`config.mk`:
```
export PLATFORM = sky130hd
export DESIGN_NAME = reorder_buffer
export DESIGN_NICKNAME = d
export VERILOG_FILES = /design/src/rtl/reorder_buffer.sv
export SDC_FILE = /design/constraint.sdc
export NUM_CORES = 2
export LEC_CHECK = 0
export CELL_PAD_IN_SITES_DETAIL_PLACEMENT = 1
export CELL_PAD_IN_SITES_GLOBAL_PLACEMENT = 1
export CORE_MARGIN = 2
export CORE_UTILIZATION = 30
export DETAILED_ROUTE_END_ITERATION = 8
export PLACE_DENSITY_LB_ADDON = 0.1
export SYNTH_ARGS = -nofsm -noshare
export SYNTH_HDL_FRONTEND = slang
export SYNTH_SLANG_ARGS = --single-unit
```
`constraint.sdc`:
```
create_clock -name clk_in -period 10.4 [get_ports clk_in]
set_input_delay 1.56 -clock clk_in [delete_from_list [all_inputs] [get_ports clk_in]]
set_output_delay 1.56 -clock clk_in [all_outputs]
set_load 0.1 [all_outputs]
```
`src/rtl/reorder_buffer.sv`:
```
// ----------------------------------------------------------------------------
// reorder_buffer
//   Circular in-order commit buffer sitting between the dispatcher / CDB and
//   the register file. One tag is handed out per dispatched instruction, CDB
//   results are captured per tag, and the head entry retires (one per cycle)
//   once its result is in the array. A retiring mispredicted branch triggers a
//   one-cycle FLUSH that clears the buffer and redirects fetch.
//
// Ports
//   clk_in, rst_in, rdy_in           clock, async active-high reset, global enable
//   dispatcher_rob_*                 allocation request (rd, kind) and two
//                                    operand tag queries (qs / qt)
//   rob_dispatcher_*                 full flag, next tag, query ready / value
//   cdb_*                            result broadcast (tag, value, mispredict,
//                                    redirect target)
//   rob_regfile_*                    registered commit write port and busy clear
//   rob_lsb_*                        registered store-commit pulse and tag
//   rob_fetcher_*                    registered flush strobe and redirect PC
// ----------------------------------------------------------------------------
module reorder_buffer #(
    parameter int ROB_WIDTH = 4,
    parameter int REG_WIDTH = 5,
    parameter int ID_WIDTH  = 32
) (
    input  logic                 clk_in,
    input  logic                 rst_in,
    input  logic                 rdy_in,
    input  logic                 dispatcher_rob_en_in,
    input  logic [REG_WIDTH-1:0] dispatcher_rob_rd_in,
    input  logic [1:0]           dispatcher_rob_kind_in,
    output logic                 rob_dispatcher_full_out,
    output logic [ROB_WIDTH-1:0] rob_dispatcher_tag_out,
    input  logic [ROB_WIDTH-1:0] dispatcher_rob_qs_in,
    output logic                 rob_dispatcher_qs_ready_out,
    output logic [ID_WIDTH-1:0]  rob_dispatcher_qs_value_out,
    input  logic [ROB_WIDTH-1:0] dispatcher_rob_qt_in,
    output logic                 rob_dispatcher_qt_ready_out,
    output logic [ID_WIDTH-1:0]  rob_dispatcher_qt_value_out,
    input  logic                 cdb_en_in,
    input  logic [ROB_WIDTH-1:0] cdb_tag_in,
    input  logic [ID_WIDTH-1:0]  cdb_value_in,
    input  logic                 cdb_mispredict_in,
    input  logic [ID_WIDTH-1:0]  cdb_target_in,
    output logic                 rob_regfile_en_out,
    output logic [REG_WIDTH-1:0] rob_regfile_d_out,
    output logic [ID_WIDTH-1:0]  rob_regfile_value_out,
    output logic [ROB_WIDTH-1:0] rob_regfile_h_out,
    output logic                 rob_regfile_rst_out,
    output logic                 rob_lsb_commit_out,
    output logic [ROB_WIDTH-1:0] rob_lsb_tag_out,
    output logic                 rob_fetcher_flush_out,
    output logic [ID_WIDTH-1:0]  rob_fetcher_pc_out
);

    localparam int DEPTH = 32'sd1 << ROB_WIDTH;

    localparam logic [ROB_WIDTH:0]   DEPTH_CNT = {1'b1, {ROB_WIDTH{1'b0}}};
    localparam logic [ROB_WIDTH:0]   ONE_CNT   = {{ROB_WIDTH{1'b0}}, 1'b1};
    localparam logic [ROB_WIDTH-1:0] ONE_TAG   = {{(ROB_WIDTH-1){1'b0}}, 1'b1};
    localparam logic [DEPTH-1:0]     ONE_HOT0  = {{(DEPTH-1){1'b0}}, 1'b1};

    localparam logic [1:0] KIND_BRANCH = 2'd1;
    localparam logic [1:0] KIND_STORE  = 2'd2;

    typedef enum logic [0:0] {
        ST_RUN   = 1'b0,
        ST_FLUSH = 1'b1
    } rob_state_t;

    // Entry payload; kept without reset because nothing reads it unless the
    // matching ready bit (which is reset) is set.
    logic [REG_WIDTH-1:0] rd_mem_r     [DEPTH];
    logic [1:0]           kind_mem_r   [DEPTH];
    logic [ID_WIDTH-1:0]  value_mem_r  [DEPTH];
    logic [ID_WIDTH-1:0]  target_mem_r [DEPTH];

    logic [DEPTH-1:0]     ready_r;
    logic [DEPTH-1:0]     mis_r;
    logic [ROB_WIDTH-1:0] head_r;
    logic [ROB_WIDTH-1:0] tail_r;
    logic [ROB_WIDTH:0]   count_r;
    rob_state_t           state_r;

    logic                 regfile_en_r;
    logic [REG_WIDTH-1:0] regfile_d_r;
    logic [ID_WIDTH-1:0]  regfile_value_r;
    logic [ROB_WIDTH-1:0] regfile_h_r;
    logic                 regfile_rst_r;
    logic                 lsb_commit_r;
    logic [ROB_WIDTH-1:0] lsb_tag_r;
    logic                 flush_r;
    logic [ID_WIDTH-1:0]  fetch_pc_r;
    logic [ID_WIDTH-1:0]  flush_pc_r;

    logic                 full_s;
    logic                 alloc_s;
    logic                 cdb_wr_s;
    logic                 commit_s;
    logic [1:0]           head_kind_s;
    logic                 flush_req_s;
    logic [DEPTH-1:0]     cdb_mask_s;
    logic [DEPTH-1:0]     pop_mask_s;
    logic [DEPTH-1:0]     alloc_mask_s;
    logic [DEPTH-1:0]     ready_next_s;
    logic [DEPTH-1:0]     mis_next_s;
    logic [ROB_WIDTH:0]   count_next_s;
    rob_state_t           state_next_s;
    logic                 qs_hit_s;
    logic                 qt_hit_s;

    // Full also blocks allocation during the flush cycle so nothing survives it.
    assign full_s      = (count_r == DEPTH_CNT) | (state_r == ST_FLUSH);
    assign alloc_s     = dispatcher_rob_en_in & ~full_s;
    assign cdb_wr_s    = cdb_en_in & (state_r == ST_RUN);
    // Uses the registered ready bit, so a CDB write never retires on the same edge.
    assign commit_s    = (state_r == ST_RUN) & (count_r != {(ROB_WIDTH+1){1'b0}}) & ready_r[head_r];
    assign head_kind_s = kind_mem_r[head_r];
    assign flush_req_s = commit_s & mis_r[head_r] & (head_kind_s == KIND_BRANCH);

    assign cdb_mask_s   = cdb_wr_s ? (ONE_HOT0 << cdb_tag_in) : {DEPTH{1'b0}};
    assign pop_mask_s   = commit_s ? (ONE_HOT0 << head_r)     : {DEPTH{1'b0}};
    assign alloc_mask_s = alloc_s  ? (ONE_HOT0 << tail_r)     : {DEPTH{1'b0}};

    // A fresh allocation always wins, leaving its slot not-ready and not-mispredicted.
    assign ready_next_s = (ready_r | cdb_mask_s) & ~pop_mask_s & ~alloc_mask_s;
    assign mis_next_s   = ((mis_r & ~cdb_mask_s) | (cdb_mispredict_in ? cdb_mask_s : {DEPTH{1'b0}}))
                          & ~alloc_mask_s;

    // Operand queries: a result on the CDB this cycle bypasses the array.
    assign qs_hit_s = cdb_en_in & (cdb_tag_in == dispatcher_rob_qs_in);
    assign qt_hit_s = cdb_en_in & (cdb_tag_in == dispatcher_rob_qt_in);

    assign rob_dispatcher_full_out     = full_s;
    assign rob_dispatcher_tag_out      = tail_r;
    assign rob_dispatcher_qs_ready_out = ready_r[dispatcher_rob_qs_in] | qs_hit_s;
    assign rob_dispatcher_qt_ready_out = ready_r[dispatcher_rob_qt_in] | qt_hit_s;
    assign rob_dispatcher_qs_value_out = qs_hit_s ? cdb_value_in :
                                         (ready_r[dispatcher_rob_qs_in] ? value_mem_r[dispatcher_rob_qs_in]
                                                                        : {ID_WIDTH{1'b0}});
    assign rob_dispatcher_qt_value_out = qt_hit_s ? cdb_value_in :
                                         (ready_r[dispatcher_rob_qt_in] ? value_mem_r[dispatcher_rob_qt_in]
                                                                        : {ID_WIDTH{1'b0}});

    assign rob_regfile_en_out    = regfile_en_r;
    assign rob_regfile_d_out     = regfile_d_r;
    assign rob_regfile_value_out = regfile_value_r;
    assign rob_regfile_h_out     = regfile_h_r;
    assign rob_regfile_rst_out   = regfile_rst_r;
    assign rob_lsb_commit_out    = lsb_commit_r;
    assign rob_lsb_tag_out       = lsb_tag_r;
    assign rob_fetcher_flush_out = flush_r;
    assign rob_fetcher_pc_out    = fetch_pc_r;

    // Occupancy next value: simultaneous alloc and commit leave the count unchanged.
    always_comb begin
        count_next_s = count_r;
        if (alloc_s && !commit_s) begin
            count_next_s = count_r + ONE_CNT;
        end else if (commit_s && !alloc_s) begin
            count_next_s = count_r - ONE_CNT;
        end else begin
            count_next_s = count_r;
        end
    end

    // FSM next state: a retiring mispredicted branch enters FLUSH for exactly one cycle.
    always_comb begin
        state_next_s = ST_RUN;
        case (state_r)
            ST_RUN: begin
                if (flush_req_s) begin
                    state_next_s = ST_FLUSH;
                end else begin
                    state_next_s = ST_RUN;
                end
            end
            ST_FLUSH: begin
                state_next_s = ST_RUN;
            end
            default: begin
                state_next_s = ST_RUN;
            end
        endcase
    end

    // Entry payload capture from allocation and CDB.
    always_ff @(posedge clk_in) begin
        if (rdy_in) begin
            if (cdb_wr_s) begin
                value_mem_r[cdb_tag_in]  <= cdb_value_in;
                target_mem_r[cdb_tag_in] <= cdb_target_in;
            end
            if (alloc_s) begin
                rd_mem_r[tail_r]   <= dispatcher_rob_rd_in;
                kind_mem_r[tail_r] <= dispatcher_rob_kind_in;
            end
        end
    end

    // Pointers, status bits, FSM state and all registered commit/flush outputs.
    always_ff @(posedge clk_in or posedge rst_in) begin
        if (rst_in) begin
            ready_r         <= {DEPTH{1'b0}};
            mis_r           <= {DEPTH{1'b0}};
            head_r          <= {ROB_WIDTH{1'b0}};
            tail_r          <= {ROB_WIDTH{1'b0}};
            count_r         <= {(ROB_WIDTH+1){1'b0}};
            state_r         <= ST_RUN;
            regfile_en_r    <= 1'b0;
            regfile_d_r     <= {REG_WIDTH{1'b0}};
            regfile_value_r <= {ID_WIDTH{1'b0}};
            regfile_h_r     <= {ROB_WIDTH{1'b0}};
            regfile_rst_r   <= 1'b0;
            lsb_commit_r    <= 1'b0;
            lsb_tag_r       <= {ROB_WIDTH{1'b0}};
            flush_r         <= 1'b0;
            fetch_pc_r      <= {ID_WIDTH{1'b0}};
            flush_pc_r      <= {ID_WIDTH{1'b0}};
        end else if (rdy_in) begin
            // Strobes are single-cycle unless re-asserted below.
            regfile_en_r  <= 1'b0;
            lsb_commit_r  <= 1'b0;
            regfile_rst_r <= 1'b0;
            flush_r       <= 1'b0;
            state_r       <= state_next_s;
            if (state_r == ST_FLUSH) begin
                ready_r       <= {DEPTH{1'b0}};
                mis_r         <= {DEPTH{1'b0}};
                head_r        <= {ROB_WIDTH{1'b0}};
                tail_r        <= {ROB_WIDTH{1'b0}};
                count_r       <= {(ROB_WIDTH+1){1'b0}};
                regfile_rst_r <= 1'b1;
                flush_r       <= 1'b1;
                fetch_pc_r    <= flush_pc_r;
            end else begin
                ready_r <= ready_next_s;
                mis_r   <= mis_next_s;
                count_r <= count_next_s;
                if (alloc_s) begin
                    tail_r <= tail_r + ONE_TAG;
                end
                if (commit_s) begin
                    head_r <= head_r + ONE_TAG;
                    if (head_kind_s == KIND_STORE) begin
                        lsb_commit_r <= 1'b1;
                        lsb_tag_r    <= head_r;
                    end else begin
                        regfile_en_r    <= 1'b1;
                        regfile_d_r     <= rd_mem_r[head_r];
                        regfile_value_r <= value_mem_r[head_r];
                        regfile_h_r     <= head_r;
                    end
                    // Target is latched now because the head pointer moves on this edge.
                    if (flush_req_s) begin
                        flush_pc_r <= target_mem_r[head_r];
                    end
                end
            end
        end
    end

endmodule

```
==> impl_metrics.yaml <==
final_layout:
  layout-drive-gt1-share_pct: 31.8
  finalNonFillerCells: 6032
  design_area_um2: 69700
  nets: 3383
  synthToLayoutAreaGrowth_pct: 18.0
  fillCellCount: 19256
global_route:
  antenna_found_initial: 13
  overflow: 0
  grt_first_pass_wirelength_mm: 276
  grt_start_max_net_pins: 115
  grt_pass1_vias: 36084
  grt_usage_pct: 19.4
yosys:
  synth_nets: 3143
  synth_most_common_cell: "edfxtp_1"
  syn-instance-count: 3037
  synth-edff-count: 1136
  synthArstFlopShare_pct: 12.2
  yosys.cell_types.count: 54
  synth_top_area_share_pct: 57.7
  ys_ff_latch: 1294
  yosysTopAreaCell: "edfxtp_1"
  netlist_area_um2: 59100
  synth_seq_area_share_pct: 64.4
  ys.flop_type: "edfxtp_1"
  synth.avg_cell_area_um2: 19.5
  synth_area_leaders: "edfxtp_1 (58%), mux4_2 (25%), dfrtp_1 (6.7%), nand2_1 (1.7%), clkbuf_1 (0.88%)"
  yosys_warnings: 0
  synth_commonest_cells: "edfxtp_1 (1136), mux4_2 (651), nand2_1 (268), dfrtp_1 (158), clkbuf_1 (139)"
critical_path:
  crit_path_start: "dispatcher_rob_qs_in[2]"
  rr_worst_depth: 8
  cp_cell_sequence: "buf_6 > buf_4 > buf_4 > mux4_2 > mux4_2 > nand2b_1 > o21ai_0 > clkdlybuf4s50_1"
  arrival_ps: 5820
  crit_fanout: 50
  worstSetupPathType: "in -> out"
  crit_family: "buffers and inverters"
  timing.rr.start: "head_r[0]"
  critical_path.max_stage_delay_ps: 980
  cp-start-kind: "input port"
  r2r_end: "flush_pc_r[16]"
  slowest_stage: "clkdlybuf4s50_1"
  path_buf_inv: 4
  rrSetupSlack_ps: 4950
  critPathRequiredTime_ps: 8840
  endpoint_kind: "output pin"
worst_hold_path:
  min_path_cells: 2
  hp-start: "flush_pc_r[12]"
  hold_class: "reg -> reg"
  min_to: "rob_fetcher_pc_out[12]"
clock_network:
  cts_tree: "yes"
  clockRootBuffer: "clkbuf_16"
  clk_pin_slew_ps: 60
  cts_resized: 0
  insertion_delay_ps: 800
  clk_path_buf_depth: 3
  postCtsSetupBuffers: 0
  clkSinkCount: 1294
  cts_buffers: 156
  hold_buffers: 0
  h-tree-depth: 4
pwr:
  p_per_area_nw_per_um2: 251
  p_leak_uw: 0.0222
  ir_worst_vdd_uv: 217
timing:
  timing.final.crit_share_pct: 71.0
  finalSetupViolCount: 0
  hold_viol: 0
  rsz0062_at_grt: "false"
  max_freq_mhz: 135
  finClkSkew_ps: 23.8
  maxSlewViolCount: 0
  final.setup.tns_ps: 0
  slew_headroom_pct: 16.3
  period_needed_ps: 7380
  tightest_slew_ps: 1250
  setup_slack_ps: 3020
place:
  gp_congestion: 0.768
  hpwl_mm: 108
  pre_cts_ws_ps: 3020
  port_buffers: 240
  place_area_um2: 64500
  dp.cells: 5743
status:
  status: "complete, no violations"
floorplanning:
  core_area_um2: 195000
  dieWidth_um: 448
  die_height_um: 448
  initial_core_util_pct: 30.2
  die-area_um2: 201000
  io_pins: 241
  rows: 162
drt:
  remaining_drc_errors: 0
  ant_nets: 0
  viasPerCell: 5.35
  wire_per_inst_um: 32.0
  drtIter0Drc: 2417
  firstDrtPassIters: 7
  vias: 32293
  wirelength_mm: 193
job:
  maxCapViolCount: 0
==> worst max-delay path by stage <==
stage / to / slack [ps] / depth (start not counted)
after floorplan: target_mem_r[3][0] / 1520 / 3
after global placement: rob_dispatcher_qs_value_out[20] / 3060 / 8
after CTS: rob_dispatcher_qs_value_out[20] / 3020 / 8
after global routing: rob_dispatcher_qs_value_out[18] / 2960 / 8
after detailed placement: rob_dispatcher_qs_value_out[20] / 3020 / 8
final: rob_dispatcher_qs_value_out[13] / 3020 / 8
==> kinds of logic (layout without fill, tap and decap cells) <==
logic type               count (synthesis)  count (layout)  share of synthesized area [%]
buffers and inverters                  249             618                           1.87
AND/OR/NAND/NOR                        478             478                           3.71
flip-flops                            1294            1294                           64.4
AO/OA/AOI/OAI                          227             227                           2.43
XOR/XNOR                                13              13                          0.193
multiplexers                           759             759                           27.0
other                                    0               2                              0
adder cells (fa/ha/maj)                 17              17                          0.373
==> area by class of cell <==
type | instances | area (um^2) | area share (%)
timing repair buffer | 311 | 2980 | 4.28
clock buffer | 206 | 4270 | 6.13
multi-input combinational | 1494 | 20100 | 28.8
inverter | 20 | 82.6 | 0.118
antenna | 2 | 5.00 | 0.00718
sequential | 1294 | 38100 | 54.6
tap | 2624 | 3280 | 4.71
clock inverter | 81 | 898 | 1.29
==> worst reg2reg max path: cells and delay by family, from the launching register on <==
kind / cells / cell delay, ps
flip-flops: 1 / 790
buffers and inverters: 4 / 2730
AND/OR/NAND/NOR: 1 / 750
multiplexers: 3 / 1070
==> power by group <==
part	total (uW)	internal, uW	leakage [uW]	switching (uW)
clock network	5520	3260	0.00253	2260
registers	6320	5940	0.0123	378
logic	5690	2210	0.00741	3480
total	17500	11400	0.0222	6110
==> state kept, by name, summed over array words and instances, names as in the netlist, 4 cells and up <==
register                flops
target_mem_r              512
value_mem_r               512
rd_mem_r                   80
flush_pc_r                 32
kind_mem_r                 32
rob_fetcher_pc_out         32
rob_regfile_value_out      32
mis_r                      16
ready_r                    16
count_r                     5
rob_regfile_d_out           5
head_r                      4
rob_dispatcher_tag_out      4
rob_lsb_tag_out             4
rob_regfile_h_out           4
==> cell usage in the layout (no fill, tap or decap), drive strengths merged, types with 51 or more instances in the layout <==
cell and count:
edfxtp 1136, mux4 651, nand2 268, clkdlybuf4s50 232, clkbuf 206, dfrtp 158
o21ai 88, buf 79, mux2 77, nand2b 71, clkinv 51
==> per-stage QoR <==
step	power (uW)	util [%]	hold WS, ps
6_report	17500	35.7	480
3_5_place_dp	12300	33.0	463
4_1_cts	17800	35.7	477
2_1_floorplan	10500	-	435
5_1_grt	18300	35.7	499
3_3_place_gp	12200	33.0	455
==> layer usage <==
| layer | up-vias | share of wire, % | GRT usage, % |
|---|---|---|---|
| met2 | 948 | 52 | 34.4 |
| li1 | 13229 | - | - |
| met1 | 17810 | 41 | 24.4 |
| met3 | 298 | 4.2 | 3.07 |
| met4 | 8 | 2.5 | 5.40 |
| met5 | - | 0.025 | 0 |
No activity file was read; power rests on OpenSTA's default activity.
